## config.mk

```make
export PLATFORM = sky130hd
export DESIGN_NAME = tiny_rv_fetch_seq_flat
export DESIGN_NICKNAME = d
export VERILOG_FILES = /design/src/rtl/tiny_rv_pkg.sv /design/src/rtl/tiny_rv_fetch_seq_if.sv /design/src/rtl/tiny_rv_fetch_slot.sv /design/src/rtl/tiny_rv_fetch_seq.sv /design/src/flat_wrapper.sv
export SDC_FILE = /design/constraint.sdc
export NUM_CORES = 1
export LEC_CHECK = 0
export ABC_AREA = 1
export BUFFER_PORTS_ARGS = -buffer_cell sky130_fd_sc_hd__buf_2
export CORE_ASPECT_RATIO = 0.7
export CORE_MARGIN = 3
export CORE_UTILIZATION = 30
export CTS_CLUSTER_DIAMETER = 120
export CTS_CLUSTER_SIZE = 30
export DETAILED_ROUTE_END_ITERATION = 10
export GPL_TIMING_DRIVEN = 0
export SLEW_MARGIN = 10
export SYNTH_ARGS = -nofsm -noshare
export SYNTH_HDL_FRONTEND = slang
export SYNTH_SLANG_ARGS = --single-unit
```

## constraint.sdc

```tcl
create_clock -name i_clk -period 2.5 [get_ports i_clk]
set_input_delay 0.5 -clock i_clk [delete_from_list [all_inputs] [get_ports i_clk]]
set_output_delay 0.5 -clock i_clk [all_outputs]
set_load 0.005 [all_outputs]
```

## src/rtl/tiny_rv_pkg.sv

```systemverilog
// Shared types for the tiny RV front end: fetch FSM states, slot payload, PC helper.
package tiny_rv_pkg;

  localparam int unsigned RV_ILEN = 32;
  localparam int unsigned RV_XLEN = 32;

  typedef enum logic [1:0] {
    REQ   = 2'd0,
    WAIT  = 2'd1,
    FULL  = 2'd2,
    DRAIN = 2'd3
  } fetch_state_e;

  typedef struct packed {
    logic [RV_XLEN-1:0] pc;
    logic [RV_ILEN-1:0] instr;
  } fetch_slot_t;

  // Sequential PC step; wraps modulo 2^32.
  function automatic logic [RV_XLEN-1:0] pc_inc(input logic [RV_XLEN-1:0] pc);
    return pc + RV_XLEN'(4);
  endfunction

endpackage

```

## src/rtl/tiny_rv_fetch_seq_if.sv

```systemverilog
// Fetch sequencer bus bundle: imem request/response, decode slot, branch redirect, trap.
interface tiny_rv_fetch_seq_if;
  import tiny_rv_pkg::*;

  logic               imem_req_valid;
  logic               imem_req_ready;
  logic [RV_XLEN-1:0] imem_req_addr;
  logic               imem_rsp_valid;
  logic [RV_ILEN-1:0] imem_rsp_data;
  logic               id_valid;
  logic               id_ready;
  logic [RV_XLEN-1:0] id_pc;
  logic [RV_XLEN-1:0] id_next_pc;
  logic [RV_ILEN-1:0] id_instr;
  logic               br_valid;
  logic               br_taken;
  logic [RV_XLEN-1:0] br_addr;
  logic               trap;
  logic [RV_XLEN-1:0] trap_tval;

  modport master (
    output imem_req_valid, imem_req_addr, id_valid, id_pc, id_next_pc, id_instr,
           trap, trap_tval,
    input  imem_req_ready, imem_rsp_valid, imem_rsp_data, id_ready,
           br_valid, br_taken, br_addr
  );

  modport slave (
    input  imem_req_valid, imem_req_addr, id_valid, id_pc, id_next_pc, id_instr,
           trap, trap_tval,
    output imem_req_ready, imem_rsp_valid, imem_rsp_data, id_ready,
           br_valid, br_taken, br_addr
  );

endinterface

```

## src/rtl/tiny_rv_fetch_slot.sv

```systemverilog
// Single-entry valid/ready instruction slot toward decode, with a same-cycle kill.
module tiny_rv_fetch_slot
  import tiny_rv_pkg::*;
(
  input  logic        i_clk,
  input  logic        i_rst_n,
  input  logic        i_wr,
  input  fetch_slot_t i_wdata,
  input  logic        i_kill,
  input  logic        i_ready,
  output logic        o_valid_c,
  output logic        o_fire_c,
  output logic        o_free_c,
  output fetch_slot_t o_data
);

  logic        r_valid;
  fetch_slot_t r_data;

  // A killed slot is hidden from decode in the same cycle it is cleared.
  assign o_valid_c = r_valid & ~i_kill;
  assign o_fire_c  = o_valid_c & i_ready;
  assign o_free_c  = ~r_valid | o_fire_c;
  assign o_data    = r_data;

  always_ff @(posedge i_clk or negedge i_rst_n) begin
    if (!i_rst_n) begin
      r_valid <= 1'b0;
      r_data  <= '0;
    end else begin
      if (i_kill) begin
        r_valid <= 1'b0;
      end else if (i_wr) begin
        r_valid <= 1'b1;
      end else if (o_fire_c) begin
        r_valid <= 1'b0;
      end
      if (i_wr) begin
        r_data <= i_wdata;
      end
    end
  end

endmodule

```

## src/rtl/tiny_rv_fetch_seq.sv

```systemverilog
// PC sequencer / fetch controller: single-outstanding imem fetch, one decode slot,
// taken-branch redirect with in-flight kill and misaligned-target trap.
module tiny_rv_fetch_seq
  import tiny_rv_pkg::*;
#(
  parameter logic [31:0] RESET_PC = 32'h0000_0000,
  parameter logic [31:0] TRAP_VEC = 32'h0000_0100
) (
  input  logic                i_clk,
  input  logic                i_rst_n,
  tiny_rv_fetch_seq_if.master fetch_if
);

  fetch_state_e       r_state;
  fetch_state_e       w_state_nxt;
  logic [RV_XLEN-1:0] r_fetch_pc;
  logic [RV_XLEN-1:0] w_fetch_pc_nxt;
  fetch_slot_t        r_pend;
  logic               r_trap;
  logic [RV_XLEN-1:0] r_trap_tval;

  logic               w_redirect;
  logic               w_misalign;
  logic [RV_XLEN-1:0] w_target;
  logic               w_req_valid_c;
  logic               w_slot_wr;
  fetch_slot_t        w_slot_wdata;
  logic               w_pend_ld;
  logic               w_slot_valid_c;
  logic               w_slot_fire_c;
  logic               w_slot_free_c;
  fetch_slot_t        w_slot_data;

  assign w_redirect = fetch_if.br_valid & fetch_if.br_taken;
  assign w_misalign = |fetch_if.br_addr[1:0];
  assign w_target   = w_misalign ? TRAP_VEC : fetch_if.br_addr;

  tiny_rv_fetch_slot u_slot (
    .i_clk     (i_clk),
    .i_rst_n   (i_rst_n),
    .i_wr      (w_slot_wr),
    .i_wdata   (w_slot_wdata),
    .i_kill    (w_redirect),
    .i_ready   (fetch_if.id_ready),
    .o_valid_c (w_slot_valid_c),
    .o_fire_c  (w_slot_fire_c),
    .o_free_c  (w_slot_free_c),
    .o_data    (w_slot_data)
  );

  // Next-state, PC and slot-write decisions; redirect overrides everything.
  always_comb begin
    w_state_nxt    = r_state;
    w_fetch_pc_nxt = r_fetch_pc;
    w_req_valid_c  = 1'b0;
    w_slot_wr      = 1'b0;
    w_slot_wdata   = '{pc: r_fetch_pc, instr: fetch_if.imem_rsp_data};
    w_pend_ld      = 1'b0;

    unique case (r_state)
      REQ: begin
        w_req_valid_c = 1'b1;
        if (fetch_if.imem_req_ready) begin
          w_state_nxt = WAIT;
        end
      end
      WAIT: begin
        if (fetch_if.imem_rsp_valid) begin
          w_fetch_pc_nxt = pc_inc(r_fetch_pc);
          if (w_slot_free_c) begin
            w_slot_wr   = 1'b1;
            w_state_nxt = REQ;
          end else begin
            w_pend_ld   = 1'b1;
            w_state_nxt = FULL;
          end
        end
      end
      FULL: begin
        if (w_slot_fire_c) begin
          w_slot_wr    = 1'b1;
          w_slot_wdata = r_pend;
          w_state_nxt  = REQ;
        end
      end
      DRAIN: begin
        if (fetch_if.imem_rsp_valid) begin
          w_state_nxt = REQ;
        end
      end
      default: begin
        w_state_nxt = REQ;
      end
    endcase

    if (w_redirect) begin
      w_fetch_pc_nxt = w_target;
      w_slot_wr      = 1'b0;
      w_pend_ld      = 1'b0;
      unique case (r_state)
        REQ:     w_state_nxt = fetch_if.imem_req_ready ? DRAIN : REQ;
        WAIT:    w_state_nxt = fetch_if.imem_rsp_valid ? REQ : DRAIN;
        FULL:    w_state_nxt = REQ;
        DRAIN:   w_state_nxt = fetch_if.imem_rsp_valid ? REQ : DRAIN;
        default: w_state_nxt = REQ;
      endcase
    end
  end

  always_ff @(posedge i_clk or negedge i_rst_n) begin
    if (!i_rst_n) begin
      r_state    <= REQ;
      r_fetch_pc <= RESET_PC;
    end else begin
      r_state    <= w_state_nxt;
      r_fetch_pc <= w_fetch_pc_nxt;
    end
  end

  // Response that arrived while the slot was occupied; handed over once decode drains it.
  always_ff @(posedge i_clk or negedge i_rst_n) begin
    if (!i_rst_n) begin
      r_pend <= '0;
    end else if (w_pend_ld) begin
      r_pend <= w_slot_wdata;
    end
  end

  always_ff @(posedge i_clk or negedge i_rst_n) begin
    if (!i_rst_n) begin
      r_trap      <= 1'b0;
      r_trap_tval <= '0;
    end else begin
      r_trap <= w_redirect & w_misalign;
      if (w_redirect & w_misalign) begin
        r_trap_tval <= fetch_if.br_addr;
      end
    end
  end

  // Request valid is gated by reset so it is low while reset is held.
  assign fetch_if.imem_req_valid = w_req_valid_c & i_rst_n;
  assign fetch_if.imem_req_addr  = r_fetch_pc;
  assign fetch_if.id_valid       = w_slot_valid_c;
  assign fetch_if.id_pc          = w_slot_data.pc;
  assign fetch_if.id_next_pc     = pc_inc(w_slot_data.pc);
  assign fetch_if.id_instr       = w_slot_data.instr;
  assign fetch_if.trap           = r_trap;
  assign fetch_if.trap_tval      = r_trap_tval;

endmodule
```

## src/flat_wrapper.sv

```systemverilog
// flat-port wrapper written by rule: the top's interface ports become plain ports
module tiny_rv_fetch_seq_flat import tiny_rv_pkg::*;
#(
  parameter logic [31:0] RESET_PC = 32'h0000_0000,
  parameter logic [31:0] TRAP_VEC = 32'h0000_0100
)
  (i_clk, i_rst_n, fetch_if_imem_req_valid, fetch_if_imem_req_addr, fetch_if_id_valid, fetch_if_id_pc, fetch_if_id_next_pc, fetch_if_id_instr, fetch_if_trap, fetch_if_trap_tval, fetch_if_imem_req_ready, fetch_if_imem_rsp_valid, fetch_if_imem_rsp_data, fetch_if_id_ready, fetch_if_br_valid, fetch_if_br_taken, fetch_if_br_addr);
  tiny_rv_fetch_seq_if fetch_if_i ();
  input  logic i_clk;
  input  logic i_rst_n;
  output wire logic [$bits(fetch_if_i.imem_req_valid)-1:0] fetch_if_imem_req_valid;
  output wire logic [$bits(fetch_if_i.imem_req_addr)-1:0] fetch_if_imem_req_addr;
  output wire logic [$bits(fetch_if_i.id_valid)-1:0] fetch_if_id_valid;
  output wire logic [$bits(fetch_if_i.id_pc)-1:0] fetch_if_id_pc;
  output wire logic [$bits(fetch_if_i.id_next_pc)-1:0] fetch_if_id_next_pc;
  output wire logic [$bits(fetch_if_i.id_instr)-1:0] fetch_if_id_instr;
  output wire logic [$bits(fetch_if_i.trap)-1:0] fetch_if_trap;
  output wire logic [$bits(fetch_if_i.trap_tval)-1:0] fetch_if_trap_tval;
  input wire logic [$bits(fetch_if_i.imem_req_ready)-1:0] fetch_if_imem_req_ready;
  input wire logic [$bits(fetch_if_i.imem_rsp_valid)-1:0] fetch_if_imem_rsp_valid;
  input wire logic [$bits(fetch_if_i.imem_rsp_data)-1:0] fetch_if_imem_rsp_data;
  input wire logic [$bits(fetch_if_i.id_ready)-1:0] fetch_if_id_ready;
  input wire logic [$bits(fetch_if_i.br_valid)-1:0] fetch_if_br_valid;
  input wire logic [$bits(fetch_if_i.br_taken)-1:0] fetch_if_br_taken;
  input wire logic [$bits(fetch_if_i.br_addr)-1:0] fetch_if_br_addr;
  assign fetch_if_imem_req_valid = fetch_if_i.imem_req_valid;
  assign fetch_if_imem_req_addr = fetch_if_i.imem_req_addr;
  assign fetch_if_id_valid = fetch_if_i.id_valid;
  assign fetch_if_id_pc = fetch_if_i.id_pc;
  assign fetch_if_id_next_pc = fetch_if_i.id_next_pc;
  assign fetch_if_id_instr = fetch_if_i.id_instr;
  assign fetch_if_trap = fetch_if_i.trap;
  assign fetch_if_trap_tval = fetch_if_i.trap_tval;
  assign fetch_if_i.imem_req_ready = fetch_if_imem_req_ready;
  assign fetch_if_i.imem_rsp_valid = fetch_if_imem_rsp_valid;
  assign fetch_if_i.imem_rsp_data = fetch_if_imem_rsp_data;
  assign fetch_if_i.id_ready = fetch_if_id_ready;
  assign fetch_if_i.br_valid = fetch_if_br_valid;
  assign fetch_if_i.br_taken = fetch_if_br_taken;
  assign fetch_if_i.br_addr = fetch_if_br_addr;
  tiny_rv_fetch_seq #(.RESET_PC(RESET_PC), .TRAP_VEC(TRAP_VEC)) u_core (.i_clk(i_clk), .i_rst_n(i_rst_n), .fetch_if(fetch_if_i));
endmodule
```

==> results of run 1 <==
==> worst max-delay path, cell delays in order, from the launching register on <==
cell and delay (ps):
dfrtp_2 430, buf_6 120, nand3_2 120, inv_1 80, nand2_1 90, nor2_2 180, buf_4 150, nand4_1 90
xnor2_1 180, buf_2 140
==> logic make-up (layout without fill, tap and decap cells) <==
logic type,Yosys count,after routing,synth area share
xor gates and xnor gates,29,29,0.02522
buffers and inverters,199,491,0.09006
AOI/OAI and AO/OA,209,209,0.1071
adders and majority gates,7,7,0.008695
and+or+nand+nor,713,713,0.2820
DFF,196,196,0.4870
==> through the flow <==
step | setup slack [ps] | utilization | instance area (um2) | total power, mW | TNS [ps]
final | -51.34 | 0.3950 | 12910 | 12.44 | -127.9
after global routing | -179.8 | 0.3950 | 12910 | 13.35 | -1019
after CTS | -90.70 | 0.3894 | 12730 | 12.42 | -214.0
after detailed placement | -167.9 | 0.3613 | 11810 | 9.253 | -356.7
after global placement | -2713 | 0.3602 | 11770 | 9.147 | -527000
after floorplan | 535.6 | - | 10070 | 7.232 | 0
==> registers in the layout, indices dropped and copies added, names as in the netlist <==
signal	cells
u_core.fetch_if.imem_req_addr	32
u_core.fetch_if.trap	1
u_core.fetch_if.trap_tval	32
u_core.r_pend	64
u_core.r_state	2
u_core.u_slot.o_data	64
u_core.u_slot.r_valid	1
==> worst max path at each step <==
stage,startpoint,slack (ps),endpoint,depth (start not counted)
2_1_floorplan,u_core.u_slot.o_data[34],540,fetch_if_id_next_pc[30],7
3_3_place_gp,i_rst_n,-2710,u_core.u_slot.o_data[16],1
3_5_place_dp,u_core.u_slot.o_data[35],-170,fetch_if_id_next_pc[30],8
4_1_cts,u_core.u_slot.o_data[35],-90,fetch_if_id_next_pc[30],8
5_1_grt,u_core.u_slot.o_data[34],-180,fetch_if_id_next_pc[25],10
6_report,u_core.u_slot.o_data[34],-50,fetch_if_id_next_pc[27],9
==> power groups by stage <==
stage	registers, mW	clock network [mW]	logic, mW
CTS	5.35	2.99	4.08
global placement	5.37	0	3.78
detailed placement	5.38	0	3.88
floorplan	5.09	0	2.14
global route	5.49	3.12	4.75
finish	5.36	2.89	4.18
==> routing by layer <==
layer,share of wire,track usage
met5,0.00055,0
met4,0.012,0.05110
met3,0.073,0.03870
met2,0.41,0.2795
met1,0.50,0.3151
==> Yosys cell counts, types with 2 or more instances <==
library cell	count	area, um2
a21oi_1	16	80.08
a22oi_1	3	22.52
a31oi_1	5	31.28
buf_1	3	11.26
buf_2	12	60.06
buf_4	15	112.6
buf_6	11	123.9
clkbuf_1	18	67.56
dfrtp_1	196	4905
ha_1	7	87.58
inv_1	137	514.2
nand2_1	542	2034
nand2_2	2	12.51
nand3_1	44	220.2
nand3b_1	4	30.03
nand4_1	7	43.79
nor2_1	88	330.3
nor3_1	19	95.09
o211ai_1	3	22.52
o21ai_0	153	765.7
o21ai_1	24	120.1
o22ai_1	3	18.77
or2_2	2	12.51
xnor2_1	9	78.83
xor2_1	20	175.2
==> layout make-up <==
class | instances | share of cell area
tap | 427 | 0.04138
clock inverter | 15 | 0.01483
sequential | 196 | 0.3818
multi-input combinational | 958 | 0.3475
clock buffer | 17 | 0.03295
buffer | 59 | 0.02936
timing repair buffer | 261 | 0.1113
inverter | 139 | 0.04090
==> repair_timing <==
item,in CTS,in global routing
cloned,0,1
buffers inserted,17,9
pin swaps,13,9
resized for setup,46,32
setup endpoints to repair,20,21
==> results.json, run 1 <==
{
  "ctsHoldBuffers": 0,
  "synthToLayoutAreaGrowth_pct": 28.19,
  "ant_nets": 0,
  "nets": 1710,
  "drtPass1Iterations": 5,
  "tightest_slew_ps": 783.5,
  "ys_types": 35,
  "r2r-start": "u_core.r_state[1]",
  "antenna_found_initial": 1,
  "fin_ws_ps": -51.34,
  "async_reset_ff_frac": 1.000,
  "holdWs_ps": -2.940,
  "layout-drive-gt1-share": 0.2450,
  "internal_power_mw": 7.580,
  "register_area_um2": 4930,
  "cap_violations": 0,
  "period_needed_ps": 2551,
  "p_sw_mw": 4.857,
  "relSlewSlack": 0.4777,
  "fin_skew_ps": 14.55,
  "placedCellCount": 2014,
  "syn_area_um2": 10070,
  "leakage_nw": 6.780,
  "diodes": 0,
  "core_um2": 32690,
  "finalMaxSlewViolations": 0,
  "critPathLaunchType": "flip-flop",
  "ys_ff_latch": 196,
  "clk_pin_slew_ps": 80,
  "yosysWarnings": 0,
  "violations": "hold timing, setup timing",
  "grt_pass1_wl_mm": 55.37,
  "clk_latency_ps": 460,
  "setup_viol": 4,
  "fp.dieArea_um2": 35840,
  "synth_nets": 1431,
  "chipHeight_um": 159.3,
  "reg2reg_depth": 9,
  "wl_per_cell_um": 17.51,
  "rrSetupSlack_ps": 110,
  "crit_required_ps": 2000,
  "min_path_type": "input port to async pin",
  "hpwl_mm": 27.22,
  "overflow": 0,
  "layout.cells.non_filler": 2072,
  "dr_total_vias": 10050,
  "portBuffers": 233,
  "drc_errors": 0,
  "grt_max_degree": 107,
  "via_per_inst": 4.851,
  "final_common_cell": "nand2_1",
  "routed_wl_mm": 36.28,
  "cts-root-buf": "clkbuf_16",
  "rsz0062_at_grt": "true",
  "switching_share": 0.3905,
  "tritoncts": "yes",
  "r2r_end": "u_core.r_pend[41]",
  "rows": 55,
  "status": "finished, violations left",
  "gp_congestion": 0.8880,
  "start_util": 0.3081,
  "fmax_ghz": 0.3920,
  "combPwrFrac": 0.336,
  "postSynthCellCount": 1353,
  "p_seq_frac": 0.431,
  "hold_viol": 4,
  "drt_iter0_drc": 798,
  "arrival_ps": 2050,
  "track_usage": 0.2007,
  "power_per_cell_area_nw_per_um2": 963.3,
  "clkPwrFrac": 0.233,
  "htreeDepth": 4,
  "irDropWorstVdd_v": 0.0004418,
  "clock_sinks": 196,
  "yosysSeqAreaShare": 0.4870,
  "syn_area_per_cell_um2": 7.444,
  "grt_pass1_vias": 9395,
  "most-common-layout-cells": "nand2_1, buf_2, dfrtp_1, o21ai_0, inv_1",
  "clock_path_buffers": 2,
  "cts_buffers": 17,
  "crit_type": "flip-flop to primary output",
  "fill_cells": 3342,
  "synth_top_flop_cell": "dfrtp_1",
  "multi_input_area_um2": 4487,
  "die_w_um": 225.0,
  "cp_max_fo": 5,
  "fin_crit_sh": 1.021,
  "setup.worst_path.end_class": "primary output",
  "synth_edf_count": 0,
  "io_pins": 234
}
Note: power is estimated with default switching activity, not from simulation.
==> run 2: changes to the inputs <==
- SKIP_LAST_GASP: not set -> 1
==> results.json, run 2 (synthesis results as in run 1) <==
{
  "track_usage": 0.2003,
  "crit_required_ps": 2000,
  "cap_violations": 0,
  "cts-root-buf": "clkbuf_16",
  "fin_crit_sh": 1.009,
  "drt_iter0_drc": 857,
  "die_w_um": 225.0,
  "setup_viol": 3,
  "wl_per_cell_um": 17.56,
  "use_met3": 0.03870,
  "hold_viol": 4,
  "leakage_nw": 6.768,
  "antenna_found_initial": 1,
  "hpwl_mm": 27.22,
  "setup.worst_path.end_class": "primary output",
  "grt_max_degree": 107,
  "diodes": 0,
  "grt_pass1_vias": 9376,
  "power_per_cell_area_nw_per_um2": 963.1,
  "path_buf_inv": 4,
  "clk_latency_ps": 470,
  "core_um2": 32690,
  "fp.dieArea_um2": 35840,
  "most-common-layout-cells": "nand2_1, buf_2, dfrtp_1, o21ai_0, inv_1",
  "r2r-start": "u_core.r_state[1]",
  "use_met2": 0.2781,
  "start_util": 0.3081,
  "grtUsageMet1": 0.3150,
  "drtPass1Iterations": 5,
  "critPathLaunchType": "flip-flop",
  "dr_total_vias": 10010,
  "routed_wl_mm": 36.31,
  "cp_max_fo": 5,
  "total_power_mw": 12.40,
  "fin_skew_ps": 14.32,
  "violations": "hold timing, setup timing",
  "via_per_inst": 4.838,
  "nets": 1706,
  "critPathSlowestCell": "dfrtp_2",
  "placed_area_um2": 11810,
  "overflow": 0,
  "fin_ws_ps": -21.86,
  "chipHeight_um": 159.3,
  "min_path_type": "input port to async pin",
  "holdWs_ps": -10.12,
  "crit_type": "flip-flop to primary output",
  "crit_family": "buffers and inverters",
  "clock_sinks": 196,
  "fmax_ghz": 0.3965,
  "rows": 55,
  "clock_path_buffers": 2,
  "portBuffers": 233,
  "cts_buffers": 17,
  "crit_path_max_incr_delay_ps": 440,
  "gp_congestion": 0.8880,
  "drc_errors": 0,
  "ant_nets": 0,
  "ctsHoldBuffers": 0,
  "relSlewSlack": 0.4747,
  "rsz0062_at_grt": "true",
  "arrival_ps": 2020,
  "status": "finished, violations left",
  "clk_pin_slew_ps": 80,
  "timing.critical_path.from": "u_core.u_slot.o_data[34]",
  "tritoncts": "yes",
  "tightest_slew_ps": 788.0,
  "layout-drive-gt1-share": 0.2425,
  "final_common_cell": "nand2_1",
  "synthToLayoutAreaGrowth_pct": 27.80,
  "irDropWorstVdd_v": 0.0004430,
  "io_pins": 234,
  "htreeDepth": 4,
  "period_needed_ps": 2522,
  "grt_pass1_wl_mm": 55.28,
  "path_cells": "buf_6, nand3_2, inv_1, nand2_1, nor2_2, buf_4, nand4_1, xnor2_1, buf_2",
  "grt_busiest_layer": "met1",
  "finalMaxSlewViolations": 0,
  "final_area_um2": 12870
}
==> run 2: area by class of cell <==
type,instances,area (um2)
Buffer,59,379.1
Clock buffer,17,425.4
Clock inverter,15,191.4
Fill cell,3352,19820
Inverter,139,528.0
Multi-Input combinational cell,958,4478
Sequential cell,196,4930
Tap cell,427,534.3
Timing Repair Buffer,257,1406
==> run 2: path summary, 6_finish.rpt <==
| check | slack, ps | to | depth (start not counted) |
|---|---|---|---|
| min in group i_clk | 260 | u_core.fetch_if.trap_tval[22] | 3 |
| worst max register to register | 140 | u_core.r_pend[21] | 9 |
| worst max-delay path | -20 | fetch_if_id_next_pc[27] | 9 |
| worst min register to register | 480 | u_core.fetch_if.trap_tval[4] | 2 |
| worst min-delay path | -10 | u_core.fetch_if.trap_tval[14] | 1 |
| max in group asynchronous | 1700 | u_core.u_slot.o_data[55] | 2 |
==> run 2: metrics by stage <==
stage	utilization	worst slack (ps)	setup TNS, ps	instances
after floorplan	-	535.6	0	1353
after CTS	0.3893	-90.70	-219.8	2062
after global routing	0.3938	-180.4	-1124	2068
final	0.3938	-21.86	-47.61	2068
after detailed placement	0.3613	-167.9	-356.7	2014
after global placement	0.3602	-2713	-527000	2013
==> run 2: worst reg2reg max path, stage by stage, from the launching register on <==
cell and delay (ps):
dfrtp_1 430, inv_1 120, ha_1 200, nand2_1 260, inv_1 210, nand2_1 200, nor2_1 190, buf_4 240
buf_2 260, o21ai_0 120
==> run 2: power by group <==
group | switching, mW | leakage (nW) | internal (mW)
Combinational | 2.36 | 4.12 | 1.75
Clock | 1.45 | 0.294 | 1.44
Sequential | 1.04 | 2.35 | 4.35
Total | 4.85 | 6.77 | 7.54
==> run 2: what timing repair did <==
action	in CTS	in global routing
setup endpoints to repair	20	21
cloned	0	1
buffers inserted	17	5
hold endpoints to repair	0	0
pin swaps	13	8
gates resized for setup	45	31
==> run 2: metal layers <==
metal / vias up / part of all wire
li1: 4795 / -
met1: 4803 / 0.50
met2: 370 / 0.41
met3: 35 / 0.072
met4: 2 / 0.013
met5: - / 0.00055
